`src/rtl/mdio_controller.sv`:
```
// MDIO station-management initiator: serializes a 32-bit management frame at CLK/2,
// optionally preceded by a preamble, and captures the 16-bit reply on read frames.
//
// state    | meaning
// ---------+-----------------------------------------------------------
// IDLE     | waiting for MDIO_START, MDC held low
// PREAMBLE | driving PREAMBLE_LEN '1' bits with the line enabled
// SHIFT    | driving / receiving the 32 frame bits
// DONE     | one-cycle completion pulse; accepts a new start like IDLE
module mdio_controller #(
    parameter int PREAMBLE_LEN = 0
) (
    input  logic        CLK,
    input  logic        RESET,
    input  logic        MDIO_START,
    input  logic [31:0] T_DATA,
    input  logic        MDIO_IN,
    output logic        MDC,
    output logic        MDIO_OUT,
    output logic        MDIO_OE,
    output logic [15:0] RD_DATA,
    output logic        MDIO_DONE,
    output logic        BUSY
);

    typedef enum logic [1:0] {S_IDLE, S_PREAMBLE, S_SHIFT, S_DONE} state_t;

    localparam logic [6:0] TOTAL_BITS = 7'(PREAMBLE_LEN + 32);

    state_t      state_q, state_d;
    logic        phase_q, phase_d;
    logic [6:0]  cnt_q, cnt_d;
    logic [31:0] tx_q, tx_d;
    logic [15:0] rx_q, rx_d;
    logic        is_rd_q, is_rd_d;
    logic        mdc_d, out_d, oe_d, done_d, busy_d;
    logic [15:0] rd_data_d;

    always_ff @(posedge CLK or posedge RESET) begin
        if (RESET) begin
            state_q   <= S_IDLE;
            phase_q   <= 1'b0;
            cnt_q     <= '0;
            tx_q      <= '0;
            rx_q      <= '0;
            is_rd_q   <= 1'b0;
            MDC       <= 1'b0;
            MDIO_OUT  <= 1'b0;
            MDIO_OE   <= 1'b0;
            MDIO_DONE <= 1'b0;
            BUSY      <= 1'b0;
            RD_DATA   <= '0;
        end else begin
            state_q   <= state_d;
            phase_q   <= phase_d;
            cnt_q     <= cnt_d;
            tx_q      <= tx_d;
            rx_q      <= rx_d;
            is_rd_q   <= is_rd_d;
            MDC       <= mdc_d;
            MDIO_OUT  <= out_d;
            MDIO_OE   <= oe_d;
            MDIO_DONE <= done_d;
            BUSY      <= busy_d;
            RD_DATA   <= rd_data_d;
        end
    end

    // cnt_q counts bits still to be driven; frame bit k is driven while cnt_q == 32-k.
    always_comb begin
        state_d   = state_q;
        phase_d   = phase_q;
        cnt_d     = cnt_q;
        tx_d      = tx_q;
        rx_d      = rx_q;
        is_rd_d   = is_rd_q;
        mdc_d     = MDC;
        out_d     = MDIO_OUT;
        oe_d      = MDIO_OE;
        done_d    = 1'b0;
        busy_d    = BUSY;
        rd_data_d = RD_DATA;

        case (state_q)
            S_IDLE, S_DONE: begin
                state_d = S_IDLE;
                mdc_d   = 1'b0;
                out_d   = 1'b0;
                oe_d    = 1'b0;
                busy_d  = 1'b0;
                if (MDIO_START) begin
                    tx_d    = T_DATA;
                    rx_d    = '0;
                    is_rd_d = (T_DATA[29:28] == 2'b10);
                    cnt_d   = TOTAL_BITS;
                    phase_d = 1'b0;
                    busy_d  = 1'b1;
                    state_d = (PREAMBLE_LEN > 0) ? S_PREAMBLE : S_SHIFT;
                end
            end

            S_PREAMBLE, S_SHIFT: begin
                if (!phase_q) begin
                    mdc_d = 1'b0;
                    // MDC falling edge closes the previous bit; reply bits are frame bits 16..31.
                    if (cnt_q <= 7'd15)
                        rx_d = {rx_q[14:0], MDIO_IN};
                    if (cnt_q == 7'd0) begin
                        state_d = S_DONE;
                        out_d   = 1'b0;
                        oe_d    = 1'b0;
                        done_d  = 1'b1;
                        busy_d  = 1'b0;
                        if (is_rd_q)
                            rd_data_d = {rx_q[14:0], MDIO_IN};
                    end else begin
                        cnt_d   = cnt_q - 7'd1;
                        phase_d = 1'b1;
                        state_d = ((cnt_q - 7'd1) > 7'd32) ? S_PREAMBLE : S_SHIFT;
                        if (cnt_q > 7'd32) begin
                            out_d = 1'b1;
                            oe_d  = 1'b1;
                        end else if (is_rd_q && cnt_q <= 7'd18) begin
                            out_d = 1'b0;
                            oe_d  = 1'b0;
                        end else begin
                            out_d = tx_q[31];
                            oe_d  = 1'b1;
                            tx_d  = {tx_q[30:0], 1'b0};
                        end
                    end
                end else begin
                    mdc_d   = 1'b1;
                    phase_d = 1'b0;
                end
            end

            default: state_d = S_IDLE;
        endcase
    end

endmodule

```
`config.mk`:
```
export PLATFORM = sky130hd
export DESIGN_NAME = mdio_controller
export DESIGN_NICKNAME = d
export VERILOG_FILES = /design/src/rtl/mdio_controller.sv
export SDC_FILE = /design/constraint.sdc
export NUM_CORES = 1
export LEC_CHECK = 0
export ABC_CLOCK_PERIOD_IN_PS = 5200
export CORE_MARGIN = 10
export CORE_UTILIZATION = 45
export CTS_BUF_LIST = sky130_fd_sc_hd__clkbuf_4
export DETAILED_ROUTE_END_ITERATION = 7
export HOLD_SLACK_MARGIN = 0.05
export PLACE_DENSITY = 0.69
export SLEW_MARGIN = 20
export SYNTH_ARGS = -nofsm -noshare
export SYNTH_HDL_FRONTEND = slang
export SYNTH_SLANG_ARGS = --single-unit
export TNS_END_PERCENT = 50
```
`constraint.sdc`:
```
create_clock -name CLK -period 5.2 [get_ports CLK]
set_input_delay 1.56 -clock CLK [delete_from_list [all_inputs] [get_ports CLK]]
set_output_delay 1.56 -clock CLK [all_outputs]
set_load 0.02 [all_outputs]
```
==> Flow_metrics.wiki, run 1 <==
{| class="wikitable"
! Metric !! Value
|-
| Result of the run || finished, final reports clean
|-
| Worst-path clk slew || around 130 ps
|-
| Antenna violations before repair || 0
|-
| Die area || roughly 12,000 µm²
|-
| Worst path max stage delay || approximately 800 ps
|-
| Mean instance size in the synthesized netlist || ~10 µm²
|-
| Post-synthesis cell area || approximately 3700 µm²
|-
| Min-delay src || MDIO_OE
|-
| Terminus of the critical flop-to-flop path || tx_q[20]
|-
| First-pass GRT wire length || roughly 13,000 µm
|-
| Minimum setup slack after placement || around 1500 ps
|-
| Critical Path Start Type || input pin
|-
| Number of buffers added on ports || 56
|-
| H-tree depth reported by CTS || 3
|-
| Hold bufs inserted after CTS || 0
|-
| Predominant post-synthesis flop cell || sky130_fd_sc_hd__dfrtp_1
|-
| Static Leakage || 2.169 nW
|-
| CTS Root Buffer Type || sky130_fd_sc_hd__clkbuf_4
|-
| IO Count || 57
|-
| Gate count of the mapped netlist || 367
|-
| Worst-margin pin slew || about 1000 ps
|-
| Yosys warning total || 0
|-
| Relative max-transition margin || about a third
|-
| Clock buffer depth || 2
|-
| Effective utilization at floorplan || between 40% and 50%
|-
| Ranking of synthesized cells by area || sky130_fd_sc_hd__dfrtp_1, sky130_fd_sc_hd__nand2_1, sky130_fd_sc_hd__mux2_1
|-
| Resized Gates After CTS || 0
|-
| Post-DRT Antenna Nets || 0
|-
| Clock tree skew after final layout || about 21 ps
|-
| Overflow after GRT || 0
|-
| Max-cap viol count || 0
|-
| Number of synthesized flops with an enable pin || 0
|-
| Maximum number of pins on one net before global-route repair || 64
|-
| FF-to-FF setup slack || 2220 ps
|-
| Startpoint of the most critical register-to-register path || cnt_q[0]
|-
| Final HPWL DP || just over 5000 µm
|-
| Core utilization of the finished layout || 57.14%
|-
| Number of buffers added by the clock tree synthesis step || 9
|-
| Cells along the critical path || clkdlybuf4s50_1, a21oi_2, a21oi_4, mux2_2
|-
| Worst hold stages || 2
|-
| Post-synthesis net count || about 410
|-
| Endpoint of the worst hold-timing path || MDIO_OE
|-
| Width of the die || around 110 µm
|-
| TritonRoute pass-1 iters || 4
|-
| Vias in the first global route || approximately 2,700
|-
| Data arrival time of the critical path || approximately 3500 ps
|-
| Postcts setup bufs || 0
|-
| Post-detailed-route via-to-cell ratio || a little over 5
|-
| Cell variety after synth || 39
|-
| Dpl cell area || 4345 µm²
|-
| Number of endpoints with negative hold slack in the final report || 0
|-
| Antenna fix cells || 0
|-
| Yosys reg bits || 79
|-
| Worst hold-check path type || reg -> reg
|-
| Fraction of post-synthesis cell area in the top cell type by area || a little over half
|-
| Setup Viol. Count Final || 0
|-
| Setup repair after global routing missed its margin || no
|-
| Cell type of the slowest stage on the worst timing path || sky130_fd_sc_hd__a21oi_4
|-
| Synthesis-to-finish area growth || 21.37%
|-
| Number of nets in the layout || between 400 and 500
|-
| Cell Rows || 32
|-
| Final period utilization || between 60% and 70%
|-
| Ratio of total power to cell area || roughly 600 nW/µm²
|-
| Layout cell share with drive strength beyond 1 || between 10% and 20%
|-
| Category of the worst setup path capture point || flip-flop
|-
| Least setup slack across all paths after layout || around 2000 ps
|-
| GRT Total Usage || 12.45%
|-
| Clock net sink count || 79
|-
| List of most frequent post-synthesis cells || sky130_fd_sc_hd__nand2_1, sky130_fd_sc_hd__dfrtp_1, sky130_fd_sc_hd__mux2_1
|-
| CP Max Fanout || 32
|-
| DRC violation count after routing || 0
|-
| Clock network latency to the later pin of the worst-skew pair || ~420 ps
|-
| Fin crit period || between 3000 and 4000 ps
|-
| Clock tree from TritonCTS || done
|-
| Share of flip-flops with an asynchronous set or reset after synthesis || 100.0%
|-
| Final instance area || 4484 µm²
|-
| Setup TNS Final || 0 ps
|-
| Routed wire length || about 7500 µm
|-
| Vert. Die Dim || approximately 110 µm
|-
| Sequential area share after synthesis || a little over half
|-
| Type of the worst setup path || in -> reg
|-
| Cell taking the most area after synthesis || sky130_fd_sc_hd__dfrtp_1
|-
| Endpoint required time on the critical path || about 5500 ps
|-
| Core Footprint || roughly 8000 µm²
|-
| Max-slew violation count || 0
|-
| Total via count after detailed routing || 2,681
|-
| DRC violation total after the first TritonRoute iteration || 144
|-
| Achievable Freq || roughly 310 MHz
|-
| Routability-driven placement congestion ratio || between 0.8 and 0.9
|-
| Number of cells on the worst reg-to-reg path || 7
|-
| Worst-case vdd ir drop || 0.3335 mV
|-
| Routed len/inst || 14.24 µm
|-
| Most common cell in the synthesized netlist || sky130_fd_sc_hd__nand2_1
|}
layout make-up:
class / instances / area, µm²
Inverter: 7 / 28.78
Fill cell: 720 / 3363
Multi-Input combinational cell: 263 / 1623
Sequential cell: 79 / 1977
Clock inverter: 7 / 70.07
Clock buffer: 9 / 67.56
Timing Repair Buffer: 60 / 590.6
Tap cell: 102 / 127.6
routing by layer:
layer,part of all wire (%),track usage [%],up-vias
li1,-,-,1329
met1,46,15.39,1270
met2,46,19.52,65
met3,5.3,4.106,17
met4,2.6,5.009,0
met5,0,0,-
critical path: cells and delay by family:
| kind | cells | cell delay, ps |
|---|---|---|
| AO/OA/AOI/OAI | 2 | 960 |
| buffers and inverters | 1 | 570 |
| multiplexers | 1 | 420 |
where the power goes:
part           switching (mW)  internal (mW)  leakage, nW  total, mW
Combinational           0.765          0.561         1.07       1.33
Clock                   0.215          0.148       0.0781      0.362
Sequential              0.158          0.829         1.02      0.988
Total                    1.14           1.54         2.17       2.68
per-stage QoR:
| stage | hold slack, ps | std cells | power [mW] |
|---|---|---|---|
| 5_1_grt | 520.4 | 527 | 2.932 |
| 4_1_cts | 503.0 | 527 | 2.712 |
| 3_3_place_gp | 460.7 | 511 | 2.300 |
| 6_report | 495.2 | 527 | 2.675 |
| 2_1_floorplan | 434.8 | 367 | 2.051 |
| 3_5_place_dp | 474.5 | 511 | 2.347 |
placed cells by master, fill, tap and decap left out, drive strengths merged:
cell type	instances
clkinv	4
bufinv	1
a21oi	4
clkdlybuf4s50	56
dfrtp	79
nor3	3
o41ai	1
o31ai	2
a311oi	1
a211oi	1
o211ai	2
o22ai	1
xor2	2
a221oi	1
or2	1
o2bb2ai	1
nor2	8
ha	4
nand4	2
a31o	2
nor2b	2
inv	9
o21ai	13
xnor2	4
nand3	18
nand2b	2
or4b	1
a32oi	1
buf	4
a32o	1
nand2	136
clkbuf	9
o41a	1
mux2	47
and2	1
registers in the layout, indices dropped and copies added, names as in the netlist:
name / count
tx_q: 32
MDC: 1
MDIO_OUT: 1
MDIO_OE: 1
rx_q: 15
phase_q: 1
cnt_q: 7
RD_DATA: 16
state_q: 2
BUSY: 1
MDIO_DONE: 1
is_rd_q: 1
worst max path at each step:
stage / slack, ps / to / start
finish: 1990 / tx_q[20] / MDIO_START
global route: 1850 / tx_q[20] / MDIO_START
CTS: 1970 / tx_q[20] / MDIO_START
detailed placement: 1520 / tx_q[20] / MDIO_START
global placement: 1550 / tx_q[20] / MDIO_START
floorplan: 1620 / BUSY / RESET
cell families (layout without fill, tap and decap cells):
logic type               after synthesis  count (layout)  synth area share (%)
AO/OA/AOI/OAI                         32              32                 6.604
multiplexers                          47              47                 14.32
flip-flops                            79              79                 53.51
buffers and inverters                 25              83                 3.285
adder cells (fa/ha/maj)                4               4                 1.355
AND/OR/NAND/NOR                      174             174                 19.51
XOR/XNOR                               6               6                 1.422
No activity file was read; power rests on OpenSTA's default activity.
==> run 2: changes to the inputs <==
Settings changed: ABC_CLOCK_PERIOD_IN_PS 5200 to 3300.
Clock period 5.2 ns to 3.3 ns, I/O delays scaled along.
==> run 2 against run 1 <==
  * Register-to-register slack worse by 1600 ps
  * Critical endpoint is now tx_q[24]
  * Hold slack worse by 5.3 ps
  * Highest routed layer unchanged
  * Utilization is 0.45 points higher
==> Flow_metrics.wiki, run 2 (same netlist as run 1, synthesis figures left out) <==
{| class="wikitable"
! Metric !! Value
|-
| Worst-path clk slew || 130 ps
|-
| Number of buffers added on ports || between 50 and 60
|-
| Final HPWL DP || 5406 µm
|-
| Number of endpoints with negative hold slack in the final report || 0
|-
| Result of the run || finished, final reports clean
|-
| Setup crit start || cnt_q[0]
|-
| FF-to-FF setup slack || 670 ps
|-
| IO Count || 57
|-
| Number of flip-flops under the largest register name || 32
|-
| Clock buffer depth || 2
|-
| Top reg by flops || tx_q
|-
| Number of nets in the layout || 462
|-
| Clock tree from TritonCTS || done
|-
| Synthesis-to-finish area growth || 22.32%
|-
| First-pass GRT wire length || ~13,000 µm
|-
| Final period utilization || 79.76%
|-
| Worst hold-check path type || reg -> reg
|-
| Die area || about 12,000 µm²
|-
| Overflow after GRT || 0
|-
| Routed wire length || around 7700 µm
|-
| Clock network latency to the later pin of the worst-skew pair || around 420 ps
|-
| Post-detailed-route via-to-cell ratio || between 5 and 6
|-
| Category of the worst setup path capture point || flip-flop
|-
| Routability-driven placement congestion ratio || between 0.8 and 0.9
|-
| Top library cells by usage in the layout, fill and taps aside || sky130_fd_sc_hd__nand2_1, sky130_fd_sc_hd__dfrtp_1, sky130_fd_sc_hd__clkdlybuf4s50_1
|-
| Filler Cells Inserted || 697
|-
| Data arrival time of the critical path || a little under 3000 ps
|-
| DRC violation count after routing || 0
|-
| Setup TNS Final || 0 ps
|-
| Number of cells on the worst reg-to-reg path || 8
|-
| Setup Viol. Count Final || 0
|-
| Worst path max stage delay || approximately 500 ps
|-
| Maximum number of pins on one net before global-route repair || between 40 and 50
|-
| CP endpoint || tx_q[24]
|-
| Achievable Freq || around 380 MHz
|-
| CTS Root Buffer Type || sky130_fd_sc_hd__clkbuf_4
|-
| Clock tree skew after final layout || around 16 ps
|-
| Setup repair after global routing missed its margin || no
|-
| Max-slew violation count || 0
|-
| Cell Rows || 32
|-
| Registers with the most flip-flops || tx_q: 32 flops, RD_DATA: 16 flops, rx_q: 15 flops
|-
| H-tree depth reported by CTS || 3
|-
| TritonRoute pass-1 iters || 4
|-
| Endpoint required time on the critical path || roughly 3600 ps
|-
| Antenna violations before repair || 0
|-
| Max-cap viol count || 0
|-
| Core utilization of the finished layout || a little under three fifths
|-
| Post-route non-filler standard cell count || 529
|-
| Layout cell share with drive strength beyond 1 || approximately 12%
|-
| Static Leakage || roughly 2.2 nW
|-
| Postcts setup bufs || 0
|-
| Type of the worst setup path || reg -> reg
|-
| Ratio of total power to cell area || ~940 nW/µm²
|-
| Relative max-transition margin || around half
|-
| Critical Path Start Type || flip-flop
|-
| Most common library cell in the layout ignoring fill and taps || sky130_fd_sc_hd__nand2_1
|-
| Routed len/inst || roughly 15 µm
|-
| Worst-margin pin slew || 718.5 ps
|-
| Resized Gates After CTS || 0
|-
| CP Max Fanout || 32
|-
| Effective utilization at floorplan || 47.08%
|-
| Startpoint of the most critical register-to-register path || cnt_q[0]
|-
| Cells along the critical path || inv_1, ha_1, or4b_4, a21oi_2, o21ai_1, a21oi_4, buf_4, mux2_1
|-
| Total via count after detailed routing || between 2,000 and 3,000
|-
| Core Footprint || just under 8000 µm²
|-
| Inst Count DP || 513
|-
| GRT Total Usage || 12.56%
|-
| Vert. Die Dim || roughly 110 µm
|-
| Terminus of the critical flop-to-flop path || tx_q[24]
|-
| DRC violation total after the first TritonRoute iteration || between 100 and 150
|-
| Number of buffers added by the clock tree synthesis step || 9
|-
| Antenna fix cells || 0
|-
| Hold bufs inserted after CTS || 0
|-
| Footprint of the multi-input gates || 1623 µm²
|-
| Vias in the first global route || 2,715
|-
| Fin crit period || about 2600 ps
|-
| Total area of sequential cells || around 2000 µm²
|-
| Width of the die || 110.6 µm
|-
| Clock net sink count || 79
|-
| Cell type of the slowest stage on the worst timing path || sky130_fd_sc_hd__or4b_4
|-
| Worst-case vdd ir drop || ~0.41 mV
|-
| Post-DRT Antenna Nets || 0
|}
## run 2: cell count changes in the layout (fill, tap and decap cells not counted), sizes merged
cell	delta
buf	+2
clkinv	-1
clkinvlp	+1
## run 2: power by group
| group | total, mW | switching (mW) | internal, mW |
|---|---|---|---|
| logic | 2.12 | 1.22 | 0.900 |
| clock network | 0.589 | 0.349 | 0.240 |
| registers | 1.56 | 0.249 | 1.31 |
## run 2: metal layers
layer | vias up | global-route usage [%] | wire (µm) | part of all wire (%)
li1 | 1325 | - | - | -
met1 | 1314 | 16.01 | 3436 | 45
met2 | 67 | 19.37 | 3668 | 48
met3 | 7 | 4.538 | 481 | 6.3
met4 | 0 | 3.886 | 85 | 1.1
met5 | - | 0 | 0 | 0
## run 2: worst min-delay path by stage
stage                     slack [ps]        to     start  depth (start not counted)
after floorplan                  430  rx_q[14]  rx_q[14]                          2
after global placement           460  rx_q[14]  rx_q[14]                          2
after detailed placement         460  rx_q[14]  rx_q[14]                          2
after CTS                        490  rx_q[14]  rx_q[14]                          2
after global routing             510  rx_q[14]  rx_q[14]                          2
final                            490  rx_q[14]  rx_q[14]                          2
## run 2: worst max-delay path: cells and delay by family (launching register included)
kind | cells | cell delay, ps
adder cells (fa/ha/maj) | 1 | 220
AND/OR/NAND/NOR | 1 | 500
AO/OA/AOI/OAI | 3 | 420
flip-flops | 1 | 480
multiplexers | 1 | 370
buffers and inverters | 2 | 540
## run 2: through the flow
step                cell area (µm²)  total power, mW  setup slack [ps]  hold WS (ps)
global placement               4373            3.657             553.4         458.4
floorplan                      3695            3.232             286.6         434.8
CTS                            4519            4.320             672.4         493.0
global route                   4519            4.660             471.4         509.6
finish                         4519            4.267             667.9         489.8
detailed placement             4373            3.723             534.3         455.4
## run 2: layout make-up
cell class	instances	area share, %
Clock buffer	9	1.495
Multi-Input combinational cell	263	35.91
Timing Repair Buffer	62	13.68
Clock inverter	7	1.744
Tap cell	102	2.824
Inverter	7	0.6091
Sequential cell	79	43.74
